--- config.mk ---
export PLATFORM = sky130hd
export DESIGN_NAME = pipe_ctrl
export DESIGN_NICKNAME = d
export VERILOG_FILES = /design/src/rtl/pipe_ctrl.sv
export SDC_FILE = /design/constraint.sdc
export NUM_CORES = 1
export LEC_CHECK = 0
export ABC_CLOCK_PERIOD_IN_PS = 4250
export CAP_MARGIN = 15
export CORE_MARGIN = 2
export CORE_UTILIZATION = 52
export CTS_CLUSTER_SIZE = 30
export DETAILED_ROUTE_END_ITERATION = 6
export HOLD_SLACK_MARGIN = 0.05
export PLACE_DENSITY = 0.86
export SYNTH_ARGS = -nofsm -noshare
export SYNTH_HDL_FRONTEND = slang
export SYNTH_SLANG_ARGS = --single-unit
--- constraint.sdc ---
create_clock -name clk -period 4.25 [get_ports clk]
set_input_delay 0.85 -clock clk [delete_from_list [all_inputs] [get_ports clk]]
set_output_delay 0.85 -clock clk [all_outputs]
set_load 0.03 [all_outputs]
--- src/rtl/pipe_ctrl.sv ---
// Pipeline controller for the RV32I core.
// Sits between ex and the pc_reg / if_id / id_ex stages. It releases fetch
// after a fixed boot window and turns taken jumps into pc loads with flushes.
// While ex or the bus stalls, it freezes the front of the pipe. The first
// jump seen during a stall is remembered and issued after the stall clears.
// A watchdog pulses once when a single stall episode runs too long.
//
// Outputs other than hold_timeout_o and state_o are combinational.
// This lets a jump or hold take effect in the same cycle that ex raises it.

module pipe_ctrl #(
  parameter int BOOT_CYCLES  = 4,
  parameter int HOLD_TIMEOUT = 256,
  parameter int CNT_W        = 16
) (
  input  logic        clk,
  input  logic        rst_n,
  input  logic        jump_en_i,
  input  logic [31:0] jump_addr_i,
  input  logic        hold_ex_i,
  input  logic        hold_bus_i,
  output logic        jump_en_o,
  output logic [31:0] jump_addr_o,
  output logic        hold_pc_o,
  output logic        hold_if_id_o,
  output logic        hold_id_ex_o,
  output logic        flush_if_id_o,
  output logic        flush_id_ex_o,
  output logic        hold_timeout_o,
  output logic [1:0]  state_o
);

  typedef enum logic [1:0] {
    ST_BOOT  = 2'd0,
    ST_RUN   = 2'd1,
    ST_HOLD  = 2'd2,
    ST_FLUSH = 2'd3
  } state_t;

  // Counter reference points, pre-sized so comparisons stay width-clean
  localparam logic [CNT_W-1:0] CNT_ZERO  = CNT_W'(0);
  localparam logic [CNT_W-1:0] CNT_ONE   = CNT_W'(1);
  localparam logic [CNT_W-1:0] BOOT_LAST = CNT_W'(BOOT_CYCLES - 1);
  localparam logic [CNT_W-1:0] TO_LAST   = CNT_W'(HOLD_TIMEOUT - 1);
  localparam logic [CNT_W-1:0] TO_MAX    = CNT_W'(HOLD_TIMEOUT);
  localparam logic             TO_EN     = (HOLD_TIMEOUT != 0);

  state_t      state_r;
  state_t      state_nxt_s;
  logic [CNT_W-1:0] cnt_r;
  logic [CNT_W-1:0] cnt_nxt_s;
  logic        pend_en_r;
  logic        pend_en_nxt_s;
  logic [31:0] pend_addr_r;
  logic [31:0] pend_addr_nxt_s;
  logic        hold_timeout_r;
  logic        hold_timeout_nxt_s;
  logic        hold_s;

  // Either stall source freezes the front of the pipeline
  assign hold_s = hold_ex_i | hold_bus_i;

  // Debug view of the controller phase and the registered watchdog pulse
  assign state_o        = state_r;
  assign hold_timeout_o = hold_timeout_r;

  // State, counter, pending-jump and watchdog registers
  always_ff @(posedge clk or negedge rst_n) begin
    if (!rst_n) begin
      state_r        <= ST_BOOT;
      cnt_r          <= CNT_ZERO;
      pend_en_r      <= 1'b0;
      pend_addr_r    <= 32'h0000_0000;
      hold_timeout_r <= 1'b0;
    end else begin
      state_r        <= state_nxt_s;
      cnt_r          <= cnt_nxt_s;
      pend_en_r      <= pend_en_nxt_s;
      pend_addr_r    <= pend_addr_nxt_s;
      hold_timeout_r <= hold_timeout_nxt_s;
    end
  end

  // Next-state logic and the combinational pipeline controls
  always_comb begin
    state_nxt_s        = state_r;
    cnt_nxt_s          = cnt_r;
    pend_en_nxt_s      = pend_en_r;
    pend_addr_nxt_s    = pend_addr_r;
    hold_timeout_nxt_s = 1'b0;
    jump_en_o          = 1'b0;
    jump_addr_o        = 32'h0000_0000;
    hold_pc_o          = 1'b0;
    hold_if_id_o       = 1'b0;
    hold_id_ex_o       = 1'b0;
    flush_if_id_o      = 1'b0;
    flush_id_ex_o      = 1'b0;

    case (state_r)
      ST_BOOT: begin
        // Fetch stays parked and the decode stages are filled with NOPs.
        // ex is not trusted yet, so its requests are ignored here.
        hold_pc_o     = 1'b1;
        flush_if_id_o = 1'b1;
        flush_id_ex_o = 1'b1;
        if (cnt_r == BOOT_LAST) begin
          state_nxt_s = ST_RUN;
          cnt_nxt_s   = CNT_ZERO;
        end else begin
          cnt_nxt_s = cnt_r + CNT_ONE;
        end
      end

      ST_RUN: begin
        if (hold_s) begin
          // A stall blocks the jump. Remember it so it can run after the stall.
          hold_pc_o    = 1'b1;
          hold_if_id_o = 1'b1;
          hold_id_ex_o = 1'b1;
          if (jump_en_i) begin
            pend_en_nxt_s   = 1'b1;
            pend_addr_nxt_s = jump_addr_i;
          end else begin
            pend_en_nxt_s = pend_en_r;
          end
          state_nxt_s = ST_HOLD;
          cnt_nxt_s   = CNT_ONE;
        end else if (jump_en_i) begin
          jump_en_o     = 1'b1;
          jump_addr_o   = jump_addr_i;
          flush_if_id_o = 1'b1;
          flush_id_ex_o = 1'b1;
        end else begin
          state_nxt_s = ST_RUN;
        end
      end

      ST_HOLD: begin
        if (hold_s) begin
          hold_pc_o    = 1'b1;
          hold_if_id_o = 1'b1;
          hold_id_ex_o = 1'b1;
          // Only the oldest redirect matters. Later ones come from
          // instructions that the redirect will squash anyway.
          if (jump_en_i && !pend_en_r) begin
            pend_en_nxt_s   = 1'b1;
            pend_addr_nxt_s = jump_addr_i;
          end else begin
            pend_en_nxt_s = pend_en_r;
          end
          // The count saturates, so the match below fires once per episode.
          if (cnt_r < TO_MAX) begin
            cnt_nxt_s = cnt_r + CNT_ONE;
          end else begin
            cnt_nxt_s = cnt_r;
          end
          if (TO_EN && (cnt_r == TO_LAST)) begin
            hold_timeout_nxt_s = 1'b1;
          end else begin
            hold_timeout_nxt_s = 1'b0;
          end
        end else begin
          cnt_nxt_s = CNT_ZERO;
          if (pend_en_r) begin
            // Spend one quiet cycle, then issue the deferred redirect.
            state_nxt_s = ST_FLUSH;
          end else if (jump_en_i) begin
            jump_en_o     = 1'b1;
            jump_addr_o   = jump_addr_i;
            flush_if_id_o = 1'b1;
            flush_id_ex_o = 1'b1;
            state_nxt_s   = ST_RUN;
          end else begin
            state_nxt_s = ST_RUN;
          end
        end
      end

      ST_FLUSH: begin
        if (hold_s) begin
          // A new stall beats the redirect. Keep the pending jump and retry later.
          hold_pc_o    = 1'b1;
          hold_if_id_o = 1'b1;
          hold_id_ex_o = 1'b1;
          state_nxt_s  = ST_HOLD;
          cnt_nxt_s    = CNT_ONE;
        end else begin
          jump_en_o       = 1'b1;
          jump_addr_o     = pend_addr_r;
          flush_if_id_o   = 1'b1;
          flush_id_ex_o   = 1'b1;
          pend_en_nxt_s   = 1'b0;
          pend_addr_nxt_s = 32'h0000_0000;
          state_nxt_s     = ST_RUN;
          cnt_nxt_s       = CNT_ZERO;
        end
      end

      default: begin
        // Unreachable encoding. Fall back to a clean restart.
        hold_pc_o       = 1'b1;
        flush_if_id_o   = 1'b1;
        flush_id_ex_o   = 1'b1;
        state_nxt_s     = ST_BOOT;
        cnt_nxt_s       = CNT_ZERO;
        pend_en_nxt_s   = 1'b0;
        pend_addr_nxt_s = 32'h0000_0000;
      end
    endcase
  end

endmodule
==> results.json <==
{
  "synth_cell_types": 38,
  "synth_compound_area_share_pct": 25.4,
  "syn_inst": 316,
  "grt_pass1_vias": 2298,
  "synth_nets": 354,
  "synth_top_area_share_pct": 47.1,
  "seq_area_frac_synth_pct": 47.1,
  "synth.most_common_cell": "nand2_1",
  "synthAdderAreaFrac_pct": 0.453,
  "rsz0062_at_grt": "false",
  "slew_violations": 0,
  "cts_buffers": 5,
  "synthTopCellsByCount": "nand2_1, dfrtp_1, a22o_1",
  "placedCellCount": 443,
  "initialDrtViolationCount": 274,
  "io_buffers": 77,
  "synth_edf_count": 0,
  "skew_ns": 0.00662,
  "gp_congestion": 0.854,
  "via_per_inst": 5.68,
  "yosysTopAreaCell": "dfrtp_1",
  "wirelength_um": 6610,
  "worstMarginPinSlew_ns": 0.796,
  "critPathMaxFanout": 32,
  "critPathKind": "input pin to primary output",
  "power_density_mw_per_mm2": 541,
  "clk_pin_slew_ns": 0.08,
  "hold_viol_final": 0,
  "syn-cell-area_mm2": 0.00276,
  "period_needed_ns": 3.48,
  "syn2layout_area_growth_pct": 30.8,
  "synth-async-reset-ratio_pct": 100,
  "antenna_found_initial": 0,
  "cts-root-buf": "clkbuf_8",
  "maxSlewHeadroom_pct": 46.7,
  "drtPass1Iterations": 4,
  "leakagePower_nw": 1.64,
  "timing.fmax_mhz": 288,
  "start_kind": "input pin",
  "dpl.hpwl_um": 4390,
  "status": "finished clean",
  "final_util_pct": 70.8,
  "fin_tns_setup_ns": 0,
  "grt_max_degree": 60,
  "synth.avg_cell_area_um2": 8.75,
  "io_pins": 78,
  "synth-simple-area-share_pct": 21.4,
  "coreArea_mm2": 0.00511,
  "fin_crit_sh_pct": 81.8,
  "grt_use_total_pct": 23.3,
  "cts_setup_buffers": 0,
  "cts_buffer_depth": 2,
  "post_cts_resized": 0,
  "grt_pass1_wl_um": 11200,
  "layout.nets": 418,
  "synth_top_family_by_area": "compound AO/OA/AOI/OAI gates",
  "antennaDiodeCount": 0,
  "yosys_warnings": 0,
  "cp-end-kind": "primary output",
  "cts_hold_buf": 0,
  "gr-total-overflow": 0,
  "die_h_um": 76.9,
  "post_drt_wl_per_cell_um": 14.7,
  "clock_latency_ns": 0.30,
  "clock-sinks": 52,
  "hold_slack_ns": 0.522,
  "ys_ff_latch": 52,
  "yosys_most_used_dff": "dfrtp_1",
  "drc": 0,
  "hp-class": "flop to flop",
  "dieArea_mm2": 0.00591,
  "h-tree-depth": 2,
  "rows": 26,
  "cts_tree": "built",
  "via_count": 2554,
  "start_util_pct": 54.1,
  "timing.critical_path.required_ns": 3.40,
  "synth_area_leaders": "dfrtp_1, a22o_1, nand2_1",
  "peakVddDrop_uv": 413,
  "critical_path_arrival_ns": 2.63,
  "instances_no_fill": 450,
  "die_w_um": 76.9,
  "setup_viol": 0,
  "drt.antenna.violating_nets": 0,
  "total_power_w": 0.00196,
  "synthMuxAreaShare_pct": 0.362,
  "synthXorXnorAreaFrac_pct": 0.317,
  "drive_above_1_share_pct": 14.7,
  "drv_cap": 0
}
[critical path: stages]
cell and delay [ns]:
clkdlybuf4s50_1 0.42, nor2_1 0.24, buf_4 0.22, inv_1 0.08, nor2_2 0.10, buf_4 0.33, a22o_1 0.21, buf_4 0.16
[cell usage in the layout (no fill, tap or decap), drive strengths merged, types with 2 or more instances in the layout]
cell and count:
dfrtp 52, a21o 5, nor3 7, nand2 72
a221o 3, nand3 8, a22o 40, nor3b 2
or2 2, nor2 17, bufinv 2, a21oi 6
and3 3, buf 43, nand4 5, nor2b 3
o21ai 43, or4 2, clkdlybuf4s50 41, inv 5
nor4 3, clkbuf 5
[state kept, by name, indices dropped and copies added, names as in the netlist]
register,count
state_o,2
hold_timeout_o,1
pend_en_r,1
cnt_r,16
pend_addr_r,32
[final cells by class]
type,instances,area (um^2)
Inverter,5,18.8
Sequential cell,52,1300
Tap cell,70,87.6
Clock buffer,5,68.8
Fill cell,381,1490
Timing Repair Buffer,84,743
Clock inverter,2,60.1
Multi-Input combinational cell,232,1340
[metrics by stage]
| step | cell area [um^2] | setup slack (ns) |
|---|---|---|
| after detailed placement | 3490 | 0.804 |
| after CTS | 3620 | 0.790 |
| after global routing | 3620 | 0.653 |
| after global placement | 3490 | 0.836 |
| final | 3620 | 0.773 |
| after floorplan | 2760 | 0.706 |
[final timing paths]
check / startpoint / endpoint / slack [ns] / depth (start not counted)
worst min register to register: pend_addr_r[2] / pend_addr_r[2] / 0.52 / 2
max in group asynchronous: rst_n / pend_addr_r[2] / 3.16 / 2
min in group asynchronous: rst_n / pend_addr_r[21] / 0.65 / 2
worst min-delay path: pend_addr_r[2] / pend_addr_r[2] / 0.52 / 2
worst max register to register: cnt_r[12] / cnt_r[7] / 1.81 / 5
worst max-delay path: hold_ex_i / jump_addr_o[24] / 0.77 / 8
[report_power, final]
part	switching, W	internal, W
Sequential	0.000110	0.000643
Combinational	0.000492	0.000326
Clock	0.000154	0.000232
[metal layers]
| layer | vias up | share of wire [%] | global-route usage, % |
|---|---|---|---|
| met2 | 108 | 46 | 34.8 |
| met1 | 1191 | 46 | 33.7 |
| met3 | 6 | 7.0 | 5.18 |
| li1 | 1249 | - | - |
| met5 | - | 0 | 0 |
| met4 | 0 | 1.0 | 7.82 |
[cell families after synthesis]
logic type               Yosys count
AO/OA/AOI/OAI                    102
XOR/XNOR                           1
multiplexers                       1
flip-flops                        52
AND/OR/NAND/NOR                  127
buffers and inverters             32
adder cells (fa/ha/maj)            1
Power figures use the tool's default switching activity.
